$ cat config.mk
export PLATFORM = sky130hd
export DESIGN_NAME = mem_stage_flat
export DESIGN_NICKNAME = d
export VERILOG_FILES = /design/src/rtl/mem_stage_pkg.sv /design/src/rtl/mem_stage_if.sv /design/src/rtl/mem_stage_align.sv /design/src/rtl/mem_stage.sv /design/src/flat_wrapper.sv
export SDC_FILE = /design/constraint.sdc
export NUM_CORES = 1
export LEC_CHECK = 0
export ABC_AREA = 1
export ABC_CLOCK_PERIOD_IN_PS = 1600
export CAP_MARGIN = 20
export CORE_AREA = 4 4 203 205
export DETAILED_ROUTE_END_ITERATION = 16
export DIE_AREA = 0 0 207 209
export GPL_TIMING_DRIVEN = 1
export HOLD_SLACK_MARGIN = 0.02
export PLACE_DENSITY = 0.71
export SLEW_MARGIN = 20
export SYNTH_ARGS = -nofsm -noshare
export SYNTH_HDL_FRONTEND = slang
export SYNTH_SLANG_ARGS = --single-unit
$ cat constraint.sdc
create_clock -name clk -period 1.6 [get_ports clk]
set_input_delay 0.16 -clock clk [delete_from_list [all_inputs] [get_ports clk]]
set_output_delay 0.16 -clock clk [all_outputs]
set_load 0.02 [all_outputs]
$ cat src/rtl/mem_stage_pkg.sv
// Shared constants for the MEM pipeline stage: op encodings, latch field widths,
// FSM state type and small op-classification helpers.
package mem_stage_pkg;

   localparam int INST_BITS   = 32;
   localparam int OP_BITS     = 6;
   localparam int ICNT_BITS   = 16;
   localparam int REG_BITS    = 5;
   localparam int CANARY_BITS = 4;

   localparam logic [OP_BITS-1:0] OP_ADD = 6'd1;
   localparam logic [OP_BITS-1:0] OP_LB  = 6'd16;
   localparam logic [OP_BITS-1:0] OP_LH  = 6'd17;
   localparam logic [OP_BITS-1:0] OP_LW  = 6'd18;
   localparam logic [OP_BITS-1:0] OP_LBU = 6'd19;
   localparam logic [OP_BITS-1:0] OP_LHU = 6'd20;
   localparam logic [OP_BITS-1:0] OP_SB  = 6'd24;
   localparam logic [OP_BITS-1:0] OP_SH  = 6'd25;
   localparam logic [OP_BITS-1:0] OP_SW  = 6'd26;

   localparam int TO_DE_WIDTH = 1 + REG_BITS + ICNT_BITS;

   typedef enum logic [0:0] {ST_IDLE, ST_REQ} state_e;

   // Head = {valid, inst, PC, op_I, inst_count, rd, wr_reg}, common to both latches
   function automatic int latch_head_width(input int dbits);
      return 1 + INST_BITS + dbits + OP_BITS + ICNT_BITS + REG_BITS + 1;
   endfunction

   function automatic int agex_latch_width(input int dbits);
      return latch_head_width(dbits) + dbits + dbits + CANARY_BITS;
   endfunction

   function automatic int mem_latch_width(input int dbits);
      return latch_head_width(dbits) + dbits + CANARY_BITS;
   endfunction

   function automatic int to_agex_width(input int dbits);
      return 2 + REG_BITS + dbits;
   endfunction

   function automatic logic is_load(input logic [OP_BITS-1:0] op);
      return (op == OP_LB) || (op == OP_LH) || (op == OP_LW) ||
             (op == OP_LBU) || (op == OP_LHU);
   endfunction

   function automatic logic is_store(input logic [OP_BITS-1:0] op);
      return (op == OP_SB) || (op == OP_SH) || (op == OP_SW);
   endfunction

   function automatic logic is_misaligned(input logic [OP_BITS-1:0] op, input logic [1:0] addr_lo);
      logic half_op;
      logic word_op;
      half_op = (op == OP_LH) || (op == OP_LHU) || (op == OP_SH);
      word_op = (op == OP_LW) || (op == OP_SW);
      return (half_op && addr_lo[0]) || (word_op && (addr_lo != 2'b00));
   endfunction

endpackage

$ cat src/rtl/mem_stage_if.sv
// Data-memory request/response bus between the MEM stage (master) and memory (slave).
interface mem_stage_if #(
   parameter int DBITS = 32
);
   logic             req;
   logic             we;
   logic [DBITS-1:0] addr;
   logic [DBITS-1:0] wdata;
   logic [3:0]       be;
   logic             ack;
   logic [DBITS-1:0] rdata;

   modport master (output req, we, addr, wdata, be, input ack, rdata);
   modport slave  (input req, we, addr, wdata, be, output ack, rdata);
endinterface

$ cat src/rtl/mem_stage_align.sv
// mem_align: load byte/halfword extraction with sign/zero extension, and store
// lane replication with byte-enable generation. Purely combinational.
module mem_align
   import mem_stage_pkg::*;
#(
   parameter int DBITS = 32
) (
   input  logic [OP_BITS-1:0] op,
   input  logic [1:0]         addr_lo,
   input  logic [DBITS-1:0]   store_data,
   input  logic [DBITS-1:0]   rdata,
   output logic [3:0]         be,
   output logic [DBITS-1:0]   wdata,
   output logic [DBITS-1:0]   load_data
);

   logic [7:0]  rbyte;
   logic [15:0] rhalf;
   logic [3:0]  half_be;

   always_comb begin
      case (addr_lo)
         2'd1:    rbyte = rdata[15:8];
         2'd2:    rbyte = rdata[23:16];
         2'd3:    rbyte = rdata[31:24];
         default: rbyte = rdata[7:0];
      endcase
      rhalf   = addr_lo[1] ? rdata[31:16] : rdata[15:0];
      half_be = addr_lo[1] ? 4'b1100 : 4'b0011;

      be        = 4'b0000;
      wdata     = '0;
      load_data = '0;
      case (op)
         OP_LB: begin
            be        = 4'b0001 << addr_lo;
            load_data = {{(DBITS-8){rbyte[7]}}, rbyte};
         end
         OP_LBU: begin
            be        = 4'b0001 << addr_lo;
            load_data = {{(DBITS-8){1'b0}}, rbyte};
         end
         OP_LH: begin
            be        = half_be;
            load_data = {{(DBITS-16){rhalf[15]}}, rhalf};
         end
         OP_LHU: begin
            be        = half_be;
            load_data = {{(DBITS-16){1'b0}}, rhalf};
         end
         OP_LW: begin
            be        = 4'b1111;
            load_data = rdata;
         end
         OP_SB: begin
            be    = 4'b0001 << addr_lo;
            wdata = {(DBITS/8){store_data[7:0]}};
         end
         OP_SH: begin
            be    = half_be;
            wdata = {(DBITS/16){store_data[15:0]}};
         end
         OP_SW: begin
            be    = 4'b1111;
            wdata = store_data;
         end
         default: ;
      endcase
   end

endmodule

$ cat src/rtl/mem_stage.sv
// MEM pipeline stage: passes ALU results through, and runs loads/stores over a
// req/ack data-memory bus with stall, forwarding, timeout and misalignment handling.
module mem_stage
   import mem_stage_pkg::*;
#(
   parameter int DBITS        = 32,
   parameter int DMEM_TIMEOUT = 255,
   localparam int AGEX_W      = agex_latch_width(DBITS),
   localparam int MEM_W       = mem_latch_width(DBITS),
   localparam int TO_AGEX_W   = to_agex_width(DBITS),
   localparam int TO_DE_W     = TO_DE_WIDTH
) (
   input  logic                 clk,
   input  logic                 rst_n,
   input  logic [AGEX_W-1:0]    from_AGEX_latch,
   output logic [MEM_W-1:0]     MEM_latch_out,
   output logic [TO_AGEX_W-1:0] from_MEM_to_AGEX,
   output logic [TO_DE_W-1:0]   from_MEM_to_DE,
   mem_stage_if.master          dmem,
   output logic                 mem_err
);

   localparam int HEAD_W     = latch_head_width(DBITS);
   localparam int TW         = $clog2(DMEM_TIMEOUT + 1);
   localparam int RES_LSB    = CANARY_BITS + DBITS;
   localparam int HEAD_LSB   = CANARY_BITS + 2 * DBITS;
   localparam int OP_IN_HEAD = 1 + REG_BITS + ICNT_BITS;
   localparam int WB_LSB     = CANARY_BITS;
   localparam int WR_BIT     = CANARY_BITS + DBITS;
   localparam int RD_LSB     = WR_BIT + 1;
   localparam int ICNT_LSB   = RD_LSB + REG_BITS;

   state_e            state;
   logic              req_q;
   logic [TW-1:0]     tcount;
   logic [AGEX_W-1:0] hold_q;
   logic [MEM_W-1:0]  mem_q;

   logic [HEAD_W-1:0]      a_head;
   logic [OP_BITS-1:0]     a_op;
   logic [DBITS-1:0]       a_result;
   logic [CANARY_BITS-1:0] a_canary;
   logic                   a_valid;
   logic [HEAD_W-1:0]      h_head;
   logic [OP_BITS-1:0]     h_op;
   logic [DBITS-1:0]       h_addr;
   logic [DBITS-1:0]       h_sdata;
   logic [CANARY_BITS-1:0] h_canary;
   logic                   h_store;
   logic                   h_wr;
   logic [DBITS-1:0]       h_wb;

   logic a_mem;
   logic a_bad;
   logic start;
   logic timed_out;
   logic mem_stall;

   logic [3:0]       al_be;
   logic [DBITS-1:0] al_wdata;
   logic [DBITS-1:0] al_load;

   assign a_head   = from_AGEX_latch[HEAD_LSB +: HEAD_W];
   assign a_result = from_AGEX_latch[RES_LSB +: DBITS];
   assign a_canary = from_AGEX_latch[CANARY_BITS-1:0];
   assign a_valid  = a_head[HEAD_W-1];
   assign a_op     = a_head[OP_IN_HEAD +: OP_BITS];

   assign h_head   = hold_q[HEAD_LSB +: HEAD_W];
   assign h_addr   = hold_q[RES_LSB +: DBITS];
   assign h_sdata  = hold_q[CANARY_BITS +: DBITS];
   assign h_canary = hold_q[CANARY_BITS-1:0];
   assign h_op     = h_head[OP_IN_HEAD +: OP_BITS];
   assign h_store  = is_store(h_op);
   assign h_wr     = h_store ? 1'b0 : h_head[0];
   assign h_wb     = h_store ? '0 : al_load;

   // Misaligned memory ops never start a request, so they also never stall.
   assign a_mem     = a_valid && (is_load(a_op) || is_store(a_op));
   assign a_bad     = a_mem && is_misaligned(a_op, a_result[1:0]);
   assign start     = (state == ST_IDLE) && a_mem && !a_bad;
   assign timed_out = (state == ST_REQ) && !dmem.ack && (tcount == TW'(DMEM_TIMEOUT - 1));
   assign mem_stall = start || ((state == ST_REQ) && !dmem.ack);

   mem_align #(.DBITS(DBITS)) u_align (
      .op         (h_op),
      .addr_lo    (h_addr[1:0]),
      .store_data (h_sdata),
      .rdata      (dmem.rdata),
      .be         (al_be),
      .wdata      (al_wdata),
      .load_data  (al_load)
   );

   // The latch defaults to a bubble every cycle; only completed ops override it.
   always_ff @(posedge clk or negedge rst_n) begin
      if (!rst_n) begin
         state   <= ST_IDLE;
         req_q   <= 1'b0;
         tcount  <= '0;
         hold_q  <= '0;
         mem_q   <= '0;
         mem_err <= 1'b0;
      end else begin
         mem_q <= '0;
         case (state)
            ST_IDLE: begin
               if (start) begin
                  hold_q <= from_AGEX_latch;
                  tcount <= '0;
                  req_q  <= 1'b1;
                  state  <= ST_REQ;
               end else if (a_bad) begin
                  mem_err <= 1'b1;
               end else if (a_valid) begin
                  mem_q <= {a_head, a_result, a_canary};
               end
            end
            ST_REQ: begin
               if (dmem.ack) begin
                  mem_q  <= {h_head[HEAD_W-1:1], h_wr, h_wb, h_canary};
                  tcount <= '0;
                  req_q  <= 1'b0;
                  state  <= ST_IDLE;
               end else if (timed_out) begin
                  mem_err <= 1'b1;
                  tcount  <= '0;
                  req_q   <= 1'b0;
                  state   <= ST_IDLE;
               end else begin
                  tcount <= tcount + TW'(1);
               end
            end
            default: state <= ST_IDLE;
         endcase
      end
   end

   assign dmem.req   = req_q;
   assign dmem.we    = req_q && h_store;
   assign dmem.addr  = {h_addr[DBITS-1:2], 2'b00};
   assign dmem.wdata = al_wdata;
   assign dmem.be    = al_be;

   assign MEM_latch_out     = mem_q;
   assign from_MEM_to_AGEX  = {mem_stall, mem_q[MEM_W-1] & mem_q[WR_BIT],
                               mem_q[RD_LSB +: REG_BITS], mem_q[WB_LSB +: DBITS]};
   assign from_MEM_to_DE    = {mem_q[WR_BIT], mem_q[RD_LSB +: REG_BITS],
                               mem_q[ICNT_LSB +: ICNT_BITS]};

endmodule

$ cat src/flat_wrapper.sv
// flat-port wrapper written by rule: the top's interface ports become plain ports
module mem_stage_flat import mem_stage_pkg::*;
#(
   parameter int DBITS        = 32,
   parameter int DMEM_TIMEOUT = 255,
   localparam int AGEX_W      = agex_latch_width(DBITS),
   localparam int MEM_W       = mem_latch_width(DBITS),
   localparam int TO_AGEX_W   = to_agex_width(DBITS),
   localparam int TO_DE_W     = TO_DE_WIDTH
)
  (clk, rst_n, from_AGEX_latch, MEM_latch_out, from_MEM_to_AGEX, from_MEM_to_DE, mem_err, dmem_req, dmem_we, dmem_addr, dmem_wdata, dmem_be, dmem_ack, dmem_rdata);
  mem_stage_if #(.DBITS(DBITS)) dmem_i ();
  input  logic clk;
  input  logic rst_n;
  input  logic [AGEX_W-1:0] from_AGEX_latch;
  output logic [MEM_W-1:0] MEM_latch_out;
  output logic [TO_AGEX_W-1:0] from_MEM_to_AGEX;
  output logic [TO_DE_W-1:0] from_MEM_to_DE;
  output logic mem_err;
  output wire logic [$bits(dmem_i.req)-1:0] dmem_req;
  output wire logic [$bits(dmem_i.we)-1:0] dmem_we;
  output wire logic [$bits(dmem_i.addr)-1:0] dmem_addr;
  output wire logic [$bits(dmem_i.wdata)-1:0] dmem_wdata;
  output wire logic [$bits(dmem_i.be)-1:0] dmem_be;
  input wire logic [$bits(dmem_i.ack)-1:0] dmem_ack;
  input wire logic [$bits(dmem_i.rdata)-1:0] dmem_rdata;
  assign dmem_req = dmem_i.req;
  assign dmem_we = dmem_i.we;
  assign dmem_addr = dmem_i.addr;
  assign dmem_wdata = dmem_i.wdata;
  assign dmem_be = dmem_i.be;
  assign dmem_i.ack = dmem_ack;
  assign dmem_i.rdata = dmem_rdata;
  mem_stage #(.DBITS(DBITS), .DMEM_TIMEOUT(DMEM_TIMEOUT)) u_core (.clk(clk), .rst_n(rst_n), .from_AGEX_latch(from_AGEX_latch), .MEM_latch_out(MEM_latch_out), .from_MEM_to_AGEX(from_MEM_to_AGEX), .from_MEM_to_DE(from_MEM_to_DE), .dmem(dmem_i), .mem_err(mem_err));
endmodule
==> results.sh, run 1 <==
export IMPL_status="finished with violations"
export IMPL_violations="negative setup slack"
export IMPL_r2r_slack_ns=-0.38
export IMPL_synthCells=1647
export IMPL_grt_max_degree=77
export IMPL_grt_pass1_vias=13100
export IMPL_fp_dieH_um=209
export IMPL_synth_async_reset_ratio_pct=100
export IMPL_fillerInstances=3522
export IMPL_highest_layer="met5"
export IMPL_peakVddDrop_mv=0.799
export IMPL_initial_core_util_pct=34.8
export IMPL_r2r_start="u_core.hold_q[95]"
export IMPL_design_area_um2=21500
export IMPL_p_leak_nw=11.4
export IMPL_track_usage_pct=20.9
export IMPL_utilization_pct=54.5
export IMPL_skew_ns=0.0246
export IMPL_port_buffer_count=454
export IMPL_wl_met2_um=25200
export IMPL_post_route_drc_count=0
export IMPL_period_needed_ns=2.41
export IMPL_final_period_utilization_pct=151
export IMPL_setup_viol=71
export IMPL_ys_seq_elements=301
export IMPL_syn_area_um2=13700
export IMPL_core_area_um2=39500
export IMPL_avgRoutedWirePerCell_um=18.8
export IMPL_final_cells=2678
export IMPL_r2r_end="u_core.MEM_latch_out[27]"
export IMPL_rows=73
export IMPL_finalNetCount=2324
export IMPL_root_buffer="clkbuf_16"
export IMPL_clkTransAtPathRegs_ns=0.07
export IMPL_routed_wl_um=50200
export IMPL_met1Wirelength_um=18900
export IMPL_p_per_area_nw_per_um2=1190
export IMPL_synth_top_area_cell="dfrtp_1"
export IMPL_area_growth_pct=56.8
export IMPL_drtIter0Drc=978
export IMPL_cp_endpoint="dmem_wdata[19]"
export IMPL_critical_path_required_ns=1.44
export IMPL_io_pins=457
export IMPL_finalHoldViolCount=0
export IMPL_final_common_cell="nand2_1"
export IMPL_grt_ovfl_total=0
export IMPL_final_layout_size_suffix_gt1_share_pct=20.0
export IMPL_max_clock_path_buffers=3
export IMPL_clock_latency_ns=0.59
export IMPL_ys_seq_area_share_pct=54.9
export IMPL_cts_tree="done"
export IMPL_start_kind="register"
export IMPL_fmax_mhz=415
export IMPL_cap_violations=0
export IMPL_synth_area_leaders="dfrtp_1 (55%), nand2_1 (15%), o21ai_0 (7.6%)"
export IMPL_crit_fanout=8
export IMPL_synth_avg_cell_area_um2=8.33
export IMPL_multi_input_area_um2=5310
export IMPL_dr_pass1_iters=5
export IMPL_crit_path_end_kind="primary output"
export IMPL_yosysTopAreaCellShare_pct=54.9
export IMPL_vias_per_cell=4.98
export IMPL_dpl_cell_area_um2=19300
export IMPL_h_tree_depth=1
export IMPL_place_inst=2576
export IMPL_synth_edff_count=0
export IMPL_vias=13300
export IMPL_layout_common_cells="nand2_1 (491), dfrtp_1 (298), dlygate4sd2_1 (216)"
export IMPL_finalMaxSlewViolations=0
export IMPL_dieArea_um2=43300
export IMPL_synth_cell_types=34
export IMPL_setup_tns_ns=-33.82
export IMPL_final_seq_area_um2=7540
export IMPL_met3_length_um=3940
export IMPL_rsz0062_at_grt="yes"
export IMPL_cts_sinks=301
export IMPL_gp_congestion=0.924
export IMPL_yosys_warnings=0
export IMPL_hpwl_um=34300
export IMPL_hold_path_class="input port to asynchronous set/reset pin"
export IMPL_setup_ws_ns=-0.811
export IMPL_antenna_found_initial=4
export IMPL_synthFlopType="dfrtp_1"
export IMPL_worstSetupPathType="register to primary output"
export IMPL_startpoint="u_core.hold_q[92]"
export IMPL_die_x_um=207
export IMPL_cp_arrival_ns=2.25
export IMPL_drtAntennaViolNets=0
export IMPL_r2r_cells=12
export IMPL_cts_buffers_inserted=31
export IMPL_grt_pass1_wl_um=72900
==> synthesized netlist by cell type (all sizes together), types with 3 or more instances <==
cell	count
nand2	542
dfrtp	301
o21ai	215
inv	180
buf	144
nand3	135
clkbuf	30
nor2	28
o22ai	21
nand4	17
or2	12
a21oi	5
nand3b	3
xor2	3
==> cell type report <==
cell class                 count  area share (%)
sequential                   301            35.0
timing repair buffer         618            28.7
clock inverter                19            1.40
tap                          525            3.05
clock buffer                  38            3.87
antenna                        3          0.0349
multi-input combinational    994            24.7
inverter                     180            3.19
==> metal layers <==
metal / GRT usage, % / up-vias
met3: 5.01 / 125
met2: 36.9 / 661
li1: - / 6067
met4: 7.41 / 4
met1: 24.9 / 6472
met5: 0 / -
==> cell families after synthesis <==
logic type	after synthesis	share of synthesized area, %
AOI/OAI and AO/OA	247	9.49
xor gates and xnor gates	3	0.192
adders and majority gates	2	0.182
other	1	0.0273
buffers and inverters	354	12.8
and+or+nand+nor	739	22.4
DFF	301	54.9
==> worst min path at each step <==
stage / end / slack, ns / cells after the start
CTS: u_core.hold_q[5] / 0.11 / 3
detailed placement: u_core.MEM_latch_out[116] / 0.04 / 1
global route: u_core.hold_q[147] / 0.05 / 2
floorplan: u_core.MEM_latch_out[0] / -0.14 / 0
global placement: u_core.MEM_latch_out[116] / 0.04 / 1
finish: u_core.hold_q[147] / 0.02 / 2
==> timing repair <==
action / 4_1_cts / 5_1_grt
gates cloned: 4 / 14
hold buffers: 2 / 0
endpoints found under the hold margin: 301 / 0
buffers inserted: 14 / 11
pin swaps: 13 / 71
endpoints found under the setup margin: 295 / 212
gates resized for setup: 498 / 167
==> through the flow <==
step / hold WS (ns) / power, mW / worst slack (ns)
after floorplan: -0.136 / 13.4 / 0.0179
after global placement: 0.0396 / 16.6 / -0.635
after detailed placement: 0.0441 / 16.8 / -0.643
after CTS: 0.114 / 24.9 / -0.681
after global routing: 0.0454 / 26.7 / -0.851
final: 0.0197 / 25.6 / -0.811
==> where the power goes <==
part	total, mW	switching, mW	internal (mW)
sequential	9.70	0.803	8.90
combinational	7.84	4.50	3.34
clock	8.01	3.17	4.84
total	25.6	8.47	17.1
==> critical path, cell delays in order (launching register included) <==
cell and delay [ns]:
dfrtp_2 0.43, nor2_4 0.22, nand3_4 0.14, nand2_4 0.10, clkinvlp_4 0.25, buf_4 0.24, o22ai_2 0.14, buf_6 0.15
==> state kept, by name (all words and copies together), names as in the netlist <==
signal and cells:
u_core.state 1, u_core.dmem.req 1, u_core.mem_err 1, u_core.tcount 8, u_core.hold_q 161, u_core.MEM_latch_out 129
No activity file was read; power rests on OpenSTA's default activity.
==> run 2, diff against run 1 <==
- CTS_CLUSTER_SIZE: default -> 14
==> run 2 against run 1 <==
The run still ends with negative setup slack left. Die area stayed put. Global-route usage grew 0.19 points. Clock skew decreased by 0.011 ns. Power shrank 1.2%. Worst setup slack gained 0.13 ns. Cell count about the same. Clock-buffer cell count rose by 4. Register-to-register slack improved by 0.02 ns. Routed wire length decreased by 2.2%. Sequential share of layout area increased by 0.69 points. Critical path type unchanged.
==> results.sh, run 2 (synthesis results as in run 1) <==
export IMPL_clkTransAtPathRegs_ns=0.06
export IMPL_final_layout_size_suffix_gt1_share_pct=16.7
export IMPL_final_common_cell="nand2_1"
export IMPL_utilization_pct=53.5
export IMPL_hpwl_um=34300
export IMPL_p_leak_nw=11.1
export IMPL_core_area_um2=39500
export IMPL_skew_ns=0.0137
export IMPL_p_per_area_nw_per_um2=1200
export IMPL_period_needed_ns=2.28
export IMPL_grt_pass1_wl_um=73000
export IMPL_vias=13100
export IMPL_finalMaxSlewViolations=0
export IMPL_place_inst=2576
export IMPL_pre_cts_ws_ns=-0.643
export IMPL_track_usage_pct=21.0
export IMPL_cts_sinks=301
export IMPL_finalNetCount=2325
export IMPL_antenna_found_initial=5
export IMPL_max_clock_path_buffers=3
export IMPL_fp_dieH_um=209
export IMPL_grt_pass1_vias=13200
export IMPL_drtIter0Drc=856
export IMPL_finalHoldViolCount=0
export IMPL_largest_reg_flops=161
export IMPL_clock_latency_ns=0.54
export IMPL_fmax_mhz=438
export IMPL_gp_congestion=0.924
export IMPL_cts_buffers_inserted=34
export IMPL_worstSetupPathType="register to primary output"
export IMPL_crit_fanout=8
export IMPL_root_buffer="clkbuf_16"
export IMPL_setup_tns_ns=-32.20
export IMPL_dieArea_um2=43300
export IMPL_setup_viol=71
export IMPL_grt_max_degree=77
export IMPL_final_period_utilization_pct=143
export IMPL_area_growth_pct=53.7
export IMPL_crit_path_end_kind="primary output"
export IMPL_peakVddDrop_mv=0.767
export IMPL_routed_wl_um=49100
export IMPL_critical_path_required_ns=1.44
export IMPL_hold_path_class="input port to asynchronous set/reset pin"
export IMPL_cap_violations=0
export IMPL_violations="negative setup slack"
export IMPL_final_cells=2677
export IMPL_h_tree_depth=2
export IMPL_dr_pass1_iters=6
export IMPL_total_power_mw=25.2
export IMPL_grt_ovfl_total=0
export IMPL_cp_arrival_ns=2.12
export IMPL_avgRoutedWirePerCell_um=18.3
export IMPL_cts_tree="done"
export IMPL_drtAntennaViolNets=0
export IMPL_io_pins=457
export IMPL_post_route_drc_count=0
export IMPL_start_kind="register"
export IMPL_rsz0062_at_grt="yes"
export IMPL_setup_ws_ns=-0.682
export IMPL_die_x_um=207
export IMPL_regMostFlops="u_core.hold_q"
export IMPL_status="finished with violations"
export IMPL_port_buffer_count=454
export IMPL_rows=73
export IMPL_layout_common_cells="nand2_1 (531), dfrtp_1 (298), dlygate4sd2_1 (222)"
export IMPL_vias_per_cell=4.91
export IMPL_initial_core_util_pct=34.8
[run 2: power by group]
group / total, mW / internal [mW] / switching [mW]
combinational: 7.52 / 3.25 / 4.27
clock: 8.02 / 4.69 / 3.33
sequential: 9.70 / 8.90 / 0.802
[run 2: per-layer routing]
| layer | track usage, % | wire length [um] | vias up |
|---|---|---|---|
| met5 | 0 | 29 | - |
| met4 | 8.37 | 2150 | 4 |
| met3 | 5.95 | 3810 | 153 |
| met2 | 36.4 | 24600 | 648 |
| met1 | 24.8 | 18500 | 6266 |
| li1 | - | - | 6067 |
[run 2: worst paths after layout]
kind	startpoint	end	slack [ns]	cells past startpoint
min	rst_n	u_core.hold_q[150]	0.06	2
min in group clk	from_AGEX_latch[36]	u_core.MEM_latch_out[4]	0.11	4
min reg2reg	u_core.hold_q[160]	u_core.hold_q[160]	0.46	2
max in group asynchronous	rst_n	u_core.MEM_latch_out[2]	0.80	4
max reg2reg	u_core.hold_q[95]	u_core.MEM_latch_out[27]	-0.36	12
max	u_core.hold_q[93]	dmem_wdata[16]	-0.68	8
[run 2: cell type report]
type	instances	area (um2)
Timing Repair Buffer	616	6150
Clock inverter	16	210
Tap cell	525	657
Inverter	180	686
Fill cell	3572	18400
Clock buffer	42	931
Antenna cell	3	7.51
Sequential cell	301	7540
Multi-Input combinational cell	994	4920
[run 2: per-stage QoR]
stage               area [um2]  hold WS (ns)
detailed placement       19300        0.0441
finish                   21100        0.0645
global route             21100        0.0763
global placement         19300        0.0396
floorplan                13800        -0.136
CTS                      20600        0.0409
[run 2: timing repair]
item                                    CTS  global route
pin swaps                                13             5
endpoints found under the hold margin   245             0
gates cloned                              4             8
resized for setup                       496            77
setup buffers                            15            16
hold buffers                              1             0
endpoints found under the setup margin  296           219
[run 2: worst max-delay path, stage by stage (launching register included)]
cell and delay (ns):
dfrtp_1 0.37, inv_2 0.06, nor2_4 0.20, nand3_4 0.14, nand2_4 0.10, clkinvlp_4 0.20
buf_4 0.21, o22ai_2 0.15, buf_6 0.14
==> run 3, diff against run 2 <==
- CTS_CLUSTER_DIAMETER: default -> 120
==> run 3 against run 2 <==
The flow still finishes with violations (negative setup slack). Non-clock buffer count up 22. Critical path type unchanged. Critical endpoint is now dmem_wdata[17]. Cell count decreased by 0.37%. Register-to-register slack worse by 0.06 ns.
==> results.sh, run 3 (synthesis results as in run 1) <==
export IMPL_grt_max_degree=77
export IMPL_violations="negative setup slack"
export IMPL_setup_ws_ns=-0.617
export IMPL_met3_usage_pct=5.36
export IMPL_crit_slowest_cell="dfrtp_1"
export IMPL_grt_pass1_wl_um=74000
export IMPL_r2r_cells=11
export IMPL_h_tree_depth=1
export IMPL_gp_congestion=0.924
export IMPL_r2r_slack_ns=-0.42
export IMPL_routed_wl_um=52400
export IMPL_fmax_mhz=451
export IMPL_avgRoutedWirePerCell_um=19.7
export IMPL_startpoint="u_core.hold_q[90]"
export IMPL_final_layout_size_suffix_gt1_share_pct=21.2
export IMPL_port_buffer_count=454
export IMPL_antenna_found_initial=4
export IMPL_start_kind="register"
export IMPL_cap_violations=0
export IMPL_cts_sinks=301
export IMPL_vias=13500
export IMPL_drtAntennaViolNets=0
export IMPL_dieArea_um2=43300
export IMPL_cp_endpoint="dmem_wdata[17]"
export IMPL_drtIter0Drc=993
export IMPL_p_seq_share_pct=41.5
export IMPL_path_common_cell="buf_6"
export IMPL_path_cells="inv_2 > nor2_4 > nand3_4 > nand2_2 > clkinvlp_4 > buf_6 > o22ai_2 > buf_6"
export IMPL_setup_viol=88
export IMPL_rows=73
export IMPL_area_growth_pct=57.3
export IMPL_dr_pass1_iters=5
export IMPL_crit_fanout=5
export IMPL_fillerInstances=3475
export IMPL_regMostFlops="u_core.hold_q"
export IMPL_largest_reg_flops=161
export IMPL_finalHoldViolCount=0
export IMPL_cts_buffers_inserted=25
export IMPL_vias_per_cell=5.06
export IMPL_total_power_mw=23.5
export IMPL_rsz0062_at_grt="yes"
export IMPL_clock_latency_ns=0.56
export IMPL_cpPeakStageDelay_ns=0.46
export IMPL_clkTransAtPathRegs_ns=0.07
export IMPL_grt_pass1_vias=13200
export IMPL_fp_dieH_um=209
export IMPL_crit_buf_inv=4
export IMPL_track_usage_pct=21.2
export IMPL_cp_depth=8
export IMPL_die_x_um=207
export IMPL_p_per_area_nw_per_um2=1090
export IMPL_p_leak_nw=11.3
export IMPL_cp_arrival_ns=2.06
export IMPL_post_route_drc_count=0
export IMPL_r2r_end="u_core.MEM_latch_out[33]"
export IMPL_place_inst=2576
export IMPL_initial_core_util_pct=34.8
export IMPL_critical_path_required_ns=1.44
export IMPL_layout_common_cells="nand2_1 (468), dfrtp_1 (297), dlygate4sd2_1 (220)"
export IMPL_finalNetCount=2338
export IMPL_final_common_cell="nand2_1"
export IMPL_hold_path_class="input port to asynchronous set/reset pin"
export IMPL_grtUsageMet2_pct=36.8
export IMPL_final_period_utilization_pct=139
export IMPL_worstSetupPathType="register to primary output"
export IMPL_combinationalPowerShare_pct=34.7
export IMPL_hpwl_um=34300
export IMPL_pwr_share_clk_pct=23.8
export IMPL_critPathTopFamily="buffers and inverters"
export IMPL_status="finished with violations"
export IMPL_peakVddDrop_mv=0.703
export IMPL_grt_ovfl_total=0
export IMPL_r2r_start="u_core.hold_q[90]"
export IMPL_period_needed_ns=2.22
export IMPL_crit_path_end_kind="primary output"
export IMPL_busiest_layer="met2"
export IMPL_cts_tree="done"
export IMPL_core_area_um2=39500
export IMPL_gr_usage_met1_pct=24.8
export IMPL_io_pins=457
export IMPL_sw_frac_of_total_pct=35.3
export IMPL_root_buffer="clkbuf_16"
export IMPL_final_cells=2667
export IMPL_max_clock_path_buffers=3
export IMPL_p_sw_mw=8.30
export IMPL_intPower_mw=15.2
export IMPL_finalMaxSlewViolations=0
export IMPL_skew_ns=0.0151
[run 3: how the worst min path moves through the flow]
stage / from / depth (start not counted) / endpoint
after floorplan: rst_n / 0 / u_core.MEM_latch_out[0]
after global placement: rst_n / 1 / u_core.MEM_latch_out[116]
after detailed placement: rst_n / 1 / u_core.MEM_latch_out[116]
after CTS: rst_n / 2 / u_core.MEM_latch_out[116]
after global routing: rst_n / 2 / u_core.MEM_latch_out[116]
final: rst_n / 2 / u_core.MEM_latch_out[116]
[run 3: per-stage QoR]
stage / setup slack, ns / hold slack (ns) / area (um2) / setup TNS, ns / util, %
after floorplan: 0.0179 / -0.136 / 13800 / 0 / -
after global placement: -0.635 / 0.0396 / 19300 / -163.15 / 48.9
after detailed placement: -0.643 / 0.0441 / 19300 / -159.89 / 48.9
after CTS: -0.578 / 0.0265 / 20600 / -32.88 / 52.2
after global routing: -0.671 / 0.0633 / 21600 / -40.91 / 54.7
final: -0.617 / 0.0424 / 21600 / -33.28 / 54.7
[run 3: cell type report]
| type | instances | area, um2 | share of cell area [%] |
|---|---|---|---|
| Antenna cell | 2 | 5.00 | 0.0232 |
| Clock buffer | 25 | 626 | 2.90 |
| Clock inverter | 2 | 28.8 | 0.133 |
| Inverter | 180 | 692 | 3.21 |
| Multi-Input combinational cell | 994 | 5350 | 24.8 |
| Sequential cell | 301 | 7540 | 34.9 |
| Tap cell | 525 | 657 | 3.04 |
| Timing Repair Buffer | 638 | 6680 | 31.0 |
[run 3: timing repair]
item	4_1_cts	5_1_grt
hold buffers	1	0
setup endpoints to repair	296	208
pin swaps	29	21
gates cloned	8	23
hold endpoints to repair	254	0
gates resized for setup	582	196
setup buffers	28	15
[run 3: metal layers]
metal  vias up  part of all wire [%]
met2       696                    50
met1      6530                    36
met4         4                   5.8
li1       6072                     -
met5         -                 0.051
met3       180                   8.0
[run 3: power groups by stage]
| stage | logic, mW | clock network [mW] | registers [mW] |
|---|---|---|---|
| finish | 8.15 | 5.58 | 9.75 |
| global route | 8.74 | 5.99 | 9.87 |
| CTS | 7.51 | 5.75 | 9.66 |
| detailed placement | 7.01 | 0 | 9.78 |
| global placement | 6.86 | 0 | 9.75 |
| floorplan | 3.54 | 0 | 9.89 |
